### src/rtl/lzw_code_uart_tx.sv
// lzw_code_uart_tx: sends 12-bit LZW codes as three lowercase ASCII hex
// characters (MS nibble first) over an 8N1 UART line, then an EOF character
// once the compressor reports completion.
module lzw_code_uart_tx #(
    parameter int         CLKS_PER_BIT = 434,
    parameter logic [7:0] EOF_CODE     = 8'h0D
) (
    input  logic        clk,
    input  logic        rst,
    input  logic [11:0] code_in,
    input  logic        code_valid,
    output logic        code_ready,
    input  logic        lzw_done,
    output logic        tx,
    output logic        tx_busy,
    output logic        final_done
);
    localparam int            BW        = $clog2(CLKS_PER_BIT);
    localparam logic [BW-1:0] BAUD_LAST = BW'(CLKS_PER_BIT - 1);

    typedef enum logic [1:0] {IDLE, START, DATA, STOP} state_t;

    state_t        state;
    logic [7:0]    shreg;
    logic [11:0]   code_q;
    logic [1:0]    nib_idx;
    logic [2:0]    bit_cnt;
    logic [BW-1:0] baud_cnt;
    logic          eof_q;
    logic          done_pend;
    logic          lzw_done_q;

    logic          baud_end;
    logic          lzw_rise;

    assign baud_end = (baud_cnt == BAUD_LAST);
    assign lzw_rise = lzw_done & ~lzw_done_q;

    // Nibble to lowercase ASCII hex digit.
    function automatic logic [7:0] hex_char(input logic [3:0] n);
        if (n < 4'd10) return 8'h30 + {4'h0, n};
        else           return 8'h61 + ({4'h0, n} - 8'd10);
    endfunction

    // Transmit FSM: all outputs registered so tx never glitches.
    always_ff @(posedge clk) begin
        if (rst) begin
            state      <= IDLE;
            shreg      <= '0;
            code_q     <= '0;
            nib_idx    <= '0;
            bit_cnt    <= '0;
            baud_cnt   <= '0;
            eof_q      <= 1'b0;
            done_pend  <= 1'b0;
            lzw_done_q <= 1'b0;
            tx         <= 1'b1;
            code_ready <= 1'b1;
            tx_busy    <= 1'b0;
            final_done <= 1'b0;
        end else begin
            lzw_done_q <= lzw_done;
            final_done <= 1'b0;
            // A repeat edge while EOF is already owed changes nothing.
            if (lzw_rise) done_pend <= 1'b1;

            if (state != IDLE) baud_cnt <= baud_end ? '0 : baud_cnt + 1'b1;

            case (state)
                IDLE: begin
                    baud_cnt <= '0;
                    // A waiting code goes before the EOF so EOF is always last.
                    if (code_valid) begin
                        code_q     <= code_in;
                        nib_idx    <= 2'd2;
                        shreg      <= hex_char(code_in[11:8]);
                        state      <= START;
                        tx         <= 1'b0;
                        code_ready <= 1'b0;
                        tx_busy    <= 1'b1;
                    end else if (done_pend) begin
                        shreg      <= EOF_CODE;
                        eof_q      <= 1'b1;
                        state      <= START;
                        tx         <= 1'b0;
                        code_ready <= 1'b0;
                        tx_busy    <= 1'b1;
                    end
                end
                START: begin
                    if (baud_end) begin
                        state   <= DATA;
                        bit_cnt <= '0;
                        tx      <= shreg[0];
                        shreg   <= {1'b0, shreg[7:1]};
                    end
                end
                DATA: begin
                    if (baud_end) begin
                        if (bit_cnt == 3'd7) begin
                            state <= STOP;
                            tx    <= 1'b1;
                        end else begin
                            bit_cnt <= bit_cnt + 1'b1;
                            tx      <= shreg[0];
                            shreg   <= {1'b0, shreg[7:1]};
                        end
                    end
                end
                STOP: begin
                    if (baud_end) begin
                        if (eof_q) begin
                            final_done <= 1'b1;
                            eof_q      <= 1'b0;
                            done_pend  <= 1'b0;
                            state      <= IDLE;
                            code_ready <= 1'b1;
                            tx_busy    <= 1'b0;
                        end else if (nib_idx != 2'd0) begin
                            // Next nibble goes out back-to-back, no idle gap.
                            nib_idx <= nib_idx - 1'b1;
                            shreg   <= hex_char((nib_idx == 2'd2) ? code_q[7:4] : code_q[3:0]);
                            state   <= START;
                            tx      <= 1'b0;
                        end else begin
                            state      <= IDLE;
                            code_ready <= 1'b1;
                            tx_busy    <= 1'b0;
                        end
                    end
                end
                default: state <= IDLE;
            endcase
        end
    end
endmodule

### config.mk
export PLATFORM = sky130hd
export DESIGN_NAME = lzw_code_uart_tx
export DESIGN_NICKNAME = d
export VERILOG_FILES = /design/src/rtl/lzw_code_uart_tx.sv
export SDC_FILE = /design/constraint.sdc
export NUM_CORES = 1
export LEC_CHECK = 0
export ABC_AREA = 1
export ABC_CLOCK_PERIOD_IN_PS = 2450
export CELL_PAD_IN_SITES_DETAIL_PLACEMENT = 1
export CELL_PAD_IN_SITES_GLOBAL_PLACEMENT = 1
export CORE_MARGIN = 2
export CORE_UTILIZATION = 40
export CTS_BUF_LIST = sky130_fd_sc_hd__clkbuf_16
export DETAILED_ROUTE_END_ITERATION = 6
export PLACE_DENSITY_LB_ADDON = 0.1
export RECOVER_POWER = 25
export SLEW_MARGIN = 15
export SYNTH_ARGS = -nofsm -noshare
export SYNTH_HDL_FRONTEND = slang
export SYNTH_SLANG_ARGS = --single-unit
### constraint.sdc
create_clock -name clk -period 2.45 [get_ports clk]
set_input_delay 0.3675 -clock clk [delete_from_list [all_inputs] [get_ports clk]]
set_output_delay 0.3675 -clock clk [all_outputs]
set_load 0.02 [all_outputs]
---- Word level (Yosys, flattened, before mapping) ----
Index checks and enable logic that the tools add are counted.
cells by class
  add/subtract/negate cells ............... 9
  $lt $le $gt $ge ......................... 2
  eq/ne operators ......................... 18
  mux-type cells .......................... 58
  bitwise gates (word level) .............. 4
  reductions and logical operators ........ 15
operators by type and width
  cell                                               number
  2-to-1 mux 8 bit                                   10
  one-hot mux 8 bit (4 select lines)                 1
  2-to-1 mux 1 bit                                   25
  2-to-1 mux 2 bit                                   10
  inequality test 2 bit (second input constant)      10
  adder 7 x 8 -> 8 bit (first input constant)        2
  adder 6 x 4 -> 7 bit (first input constant)        2
  AND reduction 4 bit                                3
  AND reduction 5 bit                                2
  subtractor 4 x 4 -> 5 bit (second input constant)  2
  adder 9 x 1 -> 9 bit (second input constant)       1
  == test 9 bit (second input constant)              1
  2-to-1 mux 3 bit                                   3
  2-to-1 mux 9 bit                                   1
  < comparator 4 bit (second input constant)         2
  one-hot mux 2 bit (4 select lines)                 1
  nonzero test 2 bit                                 4
  AND reduction 7 bit                                1
  == test 2 bit (second input constant)              3
  inequality test 3 bit (second input constant)      2
  one-hot mux 1 bit (2 select lines)                 3
  one-hot mux 3 bit (2 select lines)                 1
  AND reduction 6 bit                                1
  2-to-1 mux 4 bit                                   1
  other kinds (12)                                   14
word-level totals
  register bits ........................... 39
  input port bits ......................... 16
  word-level logic and storage cells ...... 119

---- Logic depth before layout (Yosys ltp) ----
  word-level depth ........................ 9
  depth in mapped cells ................... 16
  depth with buffers taken out ............ 15

---- Least setup slack after synthesis ----
OpenSTA, ideal clock, no wires.
  path kind ............................... flip-flop to flip-flop
  start point ............................. register nib_idx[0]
  end point ............................... register shreg[2]
  arrival time ............................ 1.852 ns
  required time ........................... 2.336 ns
  slack ................................... 0.484 ns
  stages on the path, launching flop included .. 13
  clock period less this slack ............ 1.966 ns
  cells stage by stage .................... dfxtp_1 inv_1 ha_1 buf_4 o21ai_0 ha_1 inv_1 nand2_1 inv_1 a221oi_1 nand2_1 a21oi_1 nor2_1
on the way
  word-level cells in the longest chain between the ends .. 9
ends and longest elaborated chain
  what                                line  text
  start: declaration                  26    logic [1:0] nib_idx;
  start signal: assignment            121   nib_idx <= nib_idx - 1'b1;
  == test 2 bit                       122   shreg <= hex_char((nib_idx == 2'd2) ? code_q[7:4] : code_q[3:0]);
  2-to-1 mux 4 bit                    122
  subtractor 4 x 4 -> 5 bit           42    else return 8'h61 + ({4'h0, n} - 8'd10);
  adder 7 x 8 -> 8 bit                42
  2-to-1 mux 8 bit                    41    if (n < 4'd10) return 8'h30 + {4'h0, n};
  2-to-1 mux 8 bit                    119   end else if (nib_idx != 2'd0) begin
  2-to-1 mux 8 bit                    112   if (eof_q) begin
  2-to-1 mux 8 bit                    111   if (baud_end) begin
  one-hot mux 8 bit (4 select lines)  69    case (state)
  end signal: assignment              76    shreg <= hex_char(code_in[11:8]);
  end signal: assignment              106   shreg <= {1'b0, shreg[7:1]};
  end signal: assignment              122
  end: declaration                    24    logic [7:0] shreg;
Several ways; a longest one is shown, not always the timed one. The select of a mux whose other input is x is not followed.
A chain may end at the register's enable or synchronous reset.

---- Worst setup path after layout ----
Ends and elaborated chain as after synthesis.

==> flow_summary_export.csv <==
group,metric,value,unit
sta,fin_hold_ws,458,ps
sta,max_freq,0.467,GHz
synthesis,synth.avg_cell_area,6.96,um2
layout,fill_cells,731,
detailed_routing,wl_per_cell,13.6,um
detailed_routing,drc,0,
die,dieHeight,79.2,um
detailed_routing,drt_first_pass_iters,4,
global_route,antenna_found_initial,0,
synthesis,yosysMostFrequentCell,"nand2_1",
global_route,track_usage,20.2,%
die,die_x,79.2,um
critical_path,crit_path_max_incr_delay,310,ps
critical_path,crit_family,"adder cells",
clock_network,numCtsBuffers,5,
die,dieArea,6270,um2
clock_network,path_clk_slew,60,ps
detailed_routing,via_per_inst,5.14,
detailed_routing,vias,2167,
placement,dp_hpwl,4.27,mm
die,core_area,5470,um2
placement,gp_routability_congestion,0.815,
job,max_cap_viol_count,0,
critical_path,path_cells,"inv_1 -> ha_2 -> inv_2 -> nand2_1 -> nand2_1 -> nand2_1 -> ha_1 -> inv_1 -> nand2_1 -> inv_1 -> a221oi_1 -> nand2_1 -> a21oi_1 -> nor2_1",
critical_path,end_kind,"flip-flop",
critical_path,cp-start-kind,"flip-flop",
synthesis,synth_cells,325,
critical_path,critPathBufInv,4,
sta,final_max_slew_viol_count,0,
critical_path,worst-r2r-setup-slack,310,ps
run_status,status,"finished, final reports clean",
synthesis,synth-seq-area-share,34.5,%
synthesis,synth_top_area_cell,"dfxtp_1",
synthesis,syn-num-nets,357,
placement,portBuffers,19,
detailed_routing,drtIter0Drc,66,
sta,fin_tns_setup,0,ps
layout,final_core_util,49.2,%
synthesis,synthFlopType,"dfxtp_1",
layout,design_area,2700,um2
sta,fin_ws,309,ps
synthesis,syn_area,2260,um2
sta,tightest_slew,670,ps
layout,syn2layout_area_growth,19.2,%
pwr,vdd_drop_max,0.444,mV
critical_path,crit_type,"flip-flop to flip-flop",
sta,fin_skew,5.95,ps
clock_network,clkLatencyLatePin,280,ps
placement,dp_slack,231,ps
critical_path,crit_fanout,9,
sta,finalCriticalPeriod,2140,ps
global_route,grt_pass1_wl,10.2,mm
global_route,grt_pass1_vias,2176,
pwr,p_leak,1.19,nW
die,ios,20,
pwr,power_per_cell_area,1180,nW/um2
synthesis,synth.distinct_cells,34,
sta,grt_setup_unrepaired,"no",
global_route,grt_max_degree,22,
synthesis,synth.top_cell.area_share,34.5,%
sta,slew_headroom,55.3,%
sta,fin_crit_sh,87.4,%
synthesis,ys_async_sr_fraction,0,%
synthesis,yosysWarnings,0,
synthesis,synth-edff-count,0,
critical_path,cp_slowest_cell,"dfxtp_1",
clock_network,cts_root_buf,"clkbuf_16",
die,core.rowCount,27,
layout,final_nets,381,
sta,setup_viol,0,
synthesis,synthTopCellsByArea,"dfxtp_1, nand2_1, ha_1, inv_1, a21oi_1",
clock_network,h-tree-depth,2,
placement,dpl_cell_area,2550,um2
synthesis,synthTopCellsByCount,"nand2_1, inv_1, dfxtp_1",
global_route,grt.overflow.total,0,
clock_network,cts_tree,"built",
detailed_routing,drtAntennaViolNets,0,
critical_path,worstPathArrival,2320,ps
clock_network,clk_path_buf_depth,2,
detailed_routing,routed_wl,5.74,mm
synthesis,ys_ff_latch,39,
critical_path,worst_ep_required_time,2630,ps
layout,antenna_cells,0,
clock_network,clock_sinks,39,
critical_path,cp_common_cell,"nand2_1",
sta,hold_violations,0,
die,start_util,41.3,%
layout,drive_gt1_share,7.71,%
min_path,hold_class,"flip-flop to flip-flop",
## metrics by stage
stage / power (mW) / cells
detailed placement: 2.54 / 414
CTS: 3.22 / 422
finish: 3.18 / 422
global placement: 2.49 / 414
global route: 3.49 / 422
floorplan: 2.08 / 325
## final cells by class
type                    instances  area [um2]  area share (%)
clock buffers                   5         125            4.64
flip-flops and latches         39         781            29.0
inverters                      50         190            7.06
clock inverters                 3        23.8           0.882
multi-input cells             228        1260            46.7
repair buffers                 25         228            8.45
well taps                      72        90.1            3.34
## path summary, 6_finish.rpt
path / from / to / cells after the start
min reg2reg: code_q[0] / code_q[0] / 2
max: nib_idx[0] / shreg[2] / 14
min: code_q[0] / code_q[0] / 2
max reg2reg: nib_idx[0] / shreg[2] / 14
## cell usage in the layout, fill, tap and decap left out, types with 2 or more instances in the layout
master            n
o21a_1            3
nand4_1           3
buf_4             4
o21ai_0          29
ha_1             15
or2_2             2
dfxtp_1          39
a211oi_1          2
clkdlybuf4s50_1  15
inv_1            48
nor2_1           31
clkbuf_1          2
clkbuf_16         5
dlygate4sd3_1     4
clkinvlp_4        2
nand2_2           3
nor3_1            3
a21oi_1          29
nor3b_1           4
or2_1             2
nand2_1          70
o211ai_1          5
nand3_1          14
## sequential cells by signal, summed over array words and instances (netlist names), 2 cells and up
signal,count
nib_idx,2
bit_cnt,3
state,2
baud_cnt,9
shreg,8
code_q,8
## power by group
group	switching (mW)	internal [mW]
logic	1.05	0.566
clock network	0.280	0.381
registers	0.0984	0.805
total	1.43	1.75
## cells by family (layout without fill, tap and decap cells)
group | Yosys count | count (layout) | synth area share [%]
and+or+nand+nor | 137 | 137 | 27.4
AOI/OAI and AO/OA | 74 | 74 | 18.8
buffers and inverters | 58 | 83 | 9.96
DFF | 39 | 39 | 34.5
adders and majority gates | 16 | 16 | 8.85
xor gates and xnor gates | 1 | 1 | 0.387
## per-layer routing
metal | track usage [%] | wire [um]
met1 | 24.9 | 2720
met2 | 36.7 | 2820
met3 | 3.41 | 158
met4 | 4.66 | 40
met5 | 0 | 0
## repair_timing
item | in CTS | in global routing
endpoints found under the setup margin | 0 | 2
resized for setup | 0 | 1
setup buffers | 0 | 0
hold buffers | 0 | 0
## worst register-to-register path, cell delays in order (launching register included)
cell and delay [ps]:
dfxtp_1 310, inv_1 100, ha_2 280, inv_2 80, nand2_1 70, nand2_1 80
nand2_1 130, ha_1 250, inv_1 60, nand2_1 70, inv_1 80, a221oi_1 260
nand2_1 90, a21oi_1 140, nor2_1 50
(Power assumes the default switching activity.)
